### config.mk
export PLATFORM = sky130hd
export DESIGN_NAME = frame_draw_scheduler
export DESIGN_NICKNAME = d
export VERILOG_FILES = /design/src/rtl/frame_draw_scheduler.sv
export SDC_FILE = /design/constraint.sdc
export NUM_CORES = 1
export LEC_CHECK = 0
export BUFFER_PORTS_ARGS = -buffer_cell sky130_fd_sc_hd__buf_2
export CORE_AREA = 4 4 81 83
export CTS_CLUSTER_SIZE = 12
export DETAILED_ROUTE_END_ITERATION = 10
export DIE_AREA = 0 0 85 87
export HOLD_SLACK_MARGIN = 0.15
export PLACE_DENSITY = 0.75
export RECOVER_POWER = 25
export SLEW_MARGIN = 20
export SYNTH_ARGS = -nofsm -noshare
export SYNTH_HDL_FRONTEND = slang
export SYNTH_SLANG_ARGS = --single-unit
### constraint.sdc
create_clock -name clock_50 -period 2.2 [get_ports clock_50]
set_clock_uncertainty 0.15 [all_clocks]
set_input_delay 0.22 -clock clock_50 [delete_from_list [all_inputs] [get_ports clock_50]]
set_output_delay 0.22 -clock clock_50 [all_outputs]
set_load 0.1 [all_outputs]
### src/rtl/frame_draw_scheduler.sv
// Per-frame sequencer for the character layer: erase old sprites, step game logic,
// then release the display controller for one pass, arbitrating the VGA write port.
module frame_draw_scheduler #(
  parameter int unsigned FRAME_CYCLES = 833333,
  parameter int unsigned NUM_CHARS    = 5,
  parameter int unsigned SPRITE_DIM   = 5,
  parameter int unsigned X_OFFSET     = 26,
  parameter int unsigned Y_OFFSET     = 1,
  parameter int unsigned DRAW_CYCLES  = 125
) (
  input  logic       clock_50,
  input  logic       resetn,
  input  logic       en,
  input  logic [7:0] char_x,
  input  logic [7:0] char_y,
  output logic [2:0] char_sel,
  input  logic [2:0] drw_char_type,
  input  logic       drw_plot,
  input  logic [7:0] drw_x,
  input  logic [7:0] drw_y,
  input  logic [2:0] drw_color,
  output logic       drw_reset,
  output logic       logic_step,
  input  logic       logic_done,
  output logic       vga_plot,
  output logic [7:0] vga_x,
  output logic [7:0] vga_y,
  output logic [2:0] vga_color,
  output logic       busy,
  output logic       frame_overrun
);

  localparam int unsigned CNT_W = (FRAME_CYCLES > 1) ? $clog2(FRAME_CYCLES) : 1;
  localparam int unsigned CHR_W = (NUM_CHARS > 1) ? $clog2(NUM_CHARS) : 1;
  localparam int unsigned PIX_W = (SPRITE_DIM > 1) ? $clog2(SPRITE_DIM) : 1;
  localparam int unsigned DRW_W = (DRAW_CYCLES > 1) ? $clog2(DRAW_CYCLES) : 1;

  typedef enum logic [2:0] {
    IDLE       = 3'd0,
    ERASE      = 3'd1,
    STEP       = 3'd2,
    WAIT_LOGIC = 3'd3,
    DRAW       = 3'd4
  } state_e;

  state_e           state_q;
  logic [CNT_W-1:0] frame_cnt_q;
  logic [CHR_W-1:0] chr_q;
  logic [PIX_W-1:0] sx_q;
  logic [PIX_W-1:0] sy_q;
  logic [DRW_W-1:0] drw_cnt_q;
  logic             pending_q;
  logic             overrun_q;
  logic             tick_c;

  assign tick_c        = (frame_cnt_q == CNT_W'(FRAME_CYCLES - 1));
  assign frame_overrun = overrun_q;

  // Free-running frame timebase, independent of en and FSM state.
  always_ff @(posedge clock_50 or negedge resetn) begin
    if (!resetn) begin
      frame_cnt_q <= '0;
    end else if (tick_c) begin
      frame_cnt_q <= '0;
    end else begin
      frame_cnt_q <= frame_cnt_q + CNT_W'(1);
    end
  end

  always_ff @(posedge clock_50 or negedge resetn) begin
    if (!resetn) begin
      state_q   <= IDLE;
      chr_q     <= '0;
      sx_q      <= '0;
      sy_q      <= '0;
      drw_cnt_q <= '0;
      pending_q <= 1'b0;
      overrun_q <= 1'b0;
    end else begin
      case (state_q)
        IDLE: begin
          pending_q <= 1'b0;
          if (en && (tick_c || pending_q)) begin
            state_q <= ERASE;
            chr_q   <= '0;
            sx_q    <= '0;
            sy_q    <= '0;
          end
        end
        ERASE: begin
          // Raster order: sx fastest, then sy, then character index.
          if (sx_q == PIX_W'(SPRITE_DIM - 1)) begin
            sx_q <= '0;
            if (sy_q == PIX_W'(SPRITE_DIM - 1)) begin
              sy_q <= '0;
              if (chr_q == CHR_W'(NUM_CHARS - 1)) begin
                chr_q   <= '0;
                state_q <= STEP;
              end else begin
                chr_q <= chr_q + CHR_W'(1);
              end
            end else begin
              sy_q <= sy_q + PIX_W'(1);
            end
          end else begin
            sx_q <= sx_q + PIX_W'(1);
          end
        end
        STEP: state_q <= WAIT_LOGIC;
        WAIT_LOGIC: begin
          if (logic_done) begin
            state_q   <= DRAW;
            drw_cnt_q <= DRW_W'(DRAW_CYCLES - 1);
          end
        end
        DRAW: begin
          if (drw_cnt_q == '0) begin
            state_q <= IDLE;
          end else begin
            drw_cnt_q <= drw_cnt_q - DRW_W'(1);
          end
        end
        default: state_q <= IDLE;
      endcase

      // One-deep tick queue while a frame is in flight; a second tick is an overrun.
      if ((state_q != IDLE) && tick_c) begin
        if (pending_q) begin
          overrun_q <= 1'b1;
        end else begin
          pending_q <= 1'b1;
        end
      end
    end
  end

  always_comb begin
    char_sel   = 3'd0;
    drw_reset  = 1'b1;
    logic_step = 1'b0;
    vga_plot   = 1'b0;
    vga_x      = 8'd0;
    vga_y      = 8'd0;
    vga_color  = 3'd0;
    busy       = (state_q != IDLE);
    case (state_q)
      ERASE: begin
        char_sel  = 3'(chr_q);
        vga_plot  = 1'b1;
        vga_x     = char_x + 8'(sx_q) + 8'(X_OFFSET);
        vga_y     = char_y + 8'(sy_q) + 8'(Y_OFFSET);
        vga_color = 3'b000;
      end
      STEP: logic_step = 1'b1;
      DRAW: begin
        drw_reset = 1'b0;
        char_sel  = drw_char_type;
        vga_plot  = drw_plot;
        vga_x     = drw_x;
        vga_y     = drw_y;
        vga_color = drw_color;
      end
      default: ;
    endcase
  end

endmodule

==> metrics.md <==
| Metric | Value |
|---|---|
| Clock sink total | 41 |
| Row cnt | 28 |
| Nets | 502 |
| Skew-Pair Late Insertion Delay | 0.30 ns |
| First-pass GRT wire length | 12600 um |
| Slew margin rel. | 34.6% |
| Fin Hold WS | 0.180 ns |
| Sequential area share after synthesis | 37.5% |
| Final WL | 8330 um |
| Status | finished, violations left |
| EDFF count, synth | 0 |
| Routed length on met2 | 4570 um |
| Mapped Cells | 321 |
| Post-layout util | 77.1% |
| Max Fclk | 339 MHz |
| Total power | 1.56 mW |
| Worst hold-check path type | input port to flip-flop |
| Synthesized area | 0.00274 mm^2 |
| CP Max Fanout | 2 |
| Tcrit/Tclk final | 134% |
| Core Box Area | 0.00585 mm^2 |
| Register bit total from synthesis | 41 |
| TritonCTS Buffers | 5 |
| Fillcell total | 346 |
| CP required | 1.83 ns |
| Max-slew violation count | 0 |
| Highest routed metal layer | met4 |
| Clock buffer depth | 2 |
| Synthesized Nets | 387 |
| First DRT Iteration DRCs | 95 |
| Vias/cell | 5.38 |
| Yosys Warn Count | 0 |
| Die Span Y | 87 um |
| Largest net degree at the start of global routing | 25 |
| Ports | 70 |
| Clock tree root buffer cell | clkbuf_8 |
| Arrival time at the worst endpoint | 2.58 ns |
| Post-route ant nets | 0 |
| Lkg Pwr | 2.05 nW |
| Crit path time final | 2.95 ns |
| Gr usage total | 21.5% |
| Critical path class | flip-flop to output pin |
| CP Launch Type | flip-flop |
| Avg Inst Size Synth | 8.53 um^2 |
| Critical path capture point type | output pin |
| Diode count | 0 |
| Grt total ovfl | 0 |
| Area Growth Syn to Fin | 64.7% |
| Ys flop type | dfrtp_1 |
| Final setup vio count | 13 |
| Worst-Margin Slew | 0.981 ns |
| PD cells | 345 mW/mm^2 |
| Max IR drop VDD | 0.437 mV |
| Die area | 0.00740 mm^2 |
| RSZ-0062 raised after global routing | true |
| DIE WIDTH | 85 um |
| Ys async rst share | 100% |
| # DRC | 0 |
| Fin. Hold Viols | 0 |
| Failing checks | setup timing |
| Share of post-route cells with drive strength above 1 | 46.8% |
| Routed wire per std cell | 16.3 um |
| GPL Wtd Cong | 0.833 |
| CTS tree | done |
| Met3 wire length | 400 um |
| Met1 Wirelength | 3050 um |
| Number of global-route vias before repair | 2778 |
| H-tree Lvls | 2 |
| DR pass1 iterations | 4 |
| Vias | 2748 |
| Post-synth cell types | 45 |
| Initial Util | 46.8% |
| Worst setup margin | -0.749 ns |
| Reg clk slew, reported paths | 0.08 ns |
| Dpl hpwl | 5650 um |
| # port buffers | 69 |
| Total of max-cap violations | 0 |
| Initial antenna violation count | 0 |
[routing by layer]
metal | vias up | GRT usage (%)
li1 | 1313 | -
met3 | 25 | 3.78
met2 | 103 | 41.2
met1 | 1307 | 22.6
met4 | 0 | 10.1
met5 | - | 0
[per-stage QoR]
stage	worst slack, ns	TNS (ns)	std cells	instance area [um^2]
detailed placement	-0.394	-1.05	487	4020
global route	-0.853	-5.17	511	4510
floorplan	-0.601	-2.04	321	3030
CTS	-0.678	-3.65	506	4380
finish	-0.749	-4.31	511	4510
global placement	-0.335	-0.741	487	4020
[worst paths after layout]
kind / start / end / slack [ns] / depth (start not counted)
setup / recovery: sx_q[1] / vga_x[7] / -0.75 / 13
setup reg to reg: drw_cnt_q[0] / state_q[0] / -0.06 / 7
min in group asynchronous: resetn / frame_cnt_q[9] / 0.45 / 2
max in group asynchronous: resetn / state_q[1] / 0.28 / 3
hold / removal: en / sx_q[1] / 0.18 / 3
hold reg to reg: frame_overrun / frame_overrun / 0.34 / 1
[power by group]
group	leakage, nW	total, mW	switching [mW]	internal [mW]
sequential	0.536	0.753	0	0.753
combinational	1.46	0.213	0.114	0.0986
clock	0.0540	0.590	0.260	0.330
total	2.05	1.56	0.375	1.18
[cell type report]
cell class	instances	area (um^2)	area share (%)
inverters	25	100	2.22
multi-input cells	246	2110	46.7
flip-flops and latches	41	1030	22.8
clock buffers	5	68.8	1.53
well taps	75	93.8	2.08
repair buffers	117	1080	24.0
clock inverters	2	35.0	0.776
[kinds of logic after synthesis]
| group | synth area share [%] |
|---|---|
| mux | 0.959 |
| buf+inv | 4.80 |
| simple gates | 22.8 |
| xor+xnor | 8.95 |
| flops | 37.5 |
| compound gates | 14.0 |
| fa+ha+maj | 11.1 |
[placed cells by master, fill, tap and decap left out, types with 3 or more instances in the layout]
cell type | synthesis | final
xnor2_1 | 12 | 9
nor2_1 | 28 | 27
inv_1 | 25 | 18
and2_2 | 0 | 3
inv_2 | 0 | 5
nor2b_4 | 0 | 3
buf_2 | 0 | 45
ha_4 | 0 | 6
clkbuf_8 | 0 | 5
xor2_2 | 0 | 4
nand2_1 | 48 | 43
a22o_2 | 0 | 3
nand3_1 | 12 | 9
buf_4 | 1 | 40
o21ai_4 | 0 | 17
nand2_2 | 0 | 3
a21o_1 | 3 | 3
a31oi_1 | 3 | 3
nand3_2 | 0 | 3
nand4_1 | 3 | 3
a21oi_1 | 9 | 7
o21ai_0 | 33 | 10
xor2_1 | 16 | 11
dfrtp_1 | 41 | 40
buf_6 | 0 | 5
ha_1 | 21 | 14
nor3_1 | 9 | 8
buf_12 | 0 | 24
o21ai_2 | 1 | 4
o21ai_1 | 0 | 3
[critical path: stages (launching register included)]
cell	delay [ns]
dfrtp_1	0.40
inv_2	0.08
ha_4	0.20
inv_4	0.05
ha_4	0.13
inv_2	0.04
fa_2	0.36
nor2b_2	0.15
o21ai_2	0.08
a21boi_2	0.18
o21ai_2	0.09
xor2_2	0.16
o21ai_4	0.17
buf_12	0.19
[synthesized netlist by cell type, drive strengths merged (3+ instances only)]
cell	number	area, um^2
a21o	3	22.5
a21oi	9	45.0
a22o	4	35.0
a31oi	3	18.8
and2	5	31.3
buf	3	15.0
clkbuf	6	22.5
dfrtp	41	1030
ha	21	263
inv	25	93.8
nand2	48	180
nand2b	3	18.8
nand3	12	60.1
nand4	3	18.8
nor2	28	105
nor2b	6	37.5
nor3	10	55.1
nor3b	3	22.5
o21ai	34	174
xnor2	12	105
xor2	16	140
[flip-flops by register name, indices dropped and copies added (netlist names)]
signal / cells
frame_cnt_q: 20
drw_cnt_q: 7
chr_q: 3
state_q: 3
sx_q: 3
sy_q: 3
frame_overrun: 1
pending_q: 1
[timing repair]
| action | CTS | global route |
|---|---|---|
| gates resized for setup | 33 | 22 |
| pin swaps | 28 | 16 |
| endpoints found under the hold margin | 41 | 0 |
| endpoints found under the setup margin | 16 | 27 |
| setup buffers | 19 | 7 |
| hold buffers | 1 | 0 |
Power figures use the tool's default switching activity.
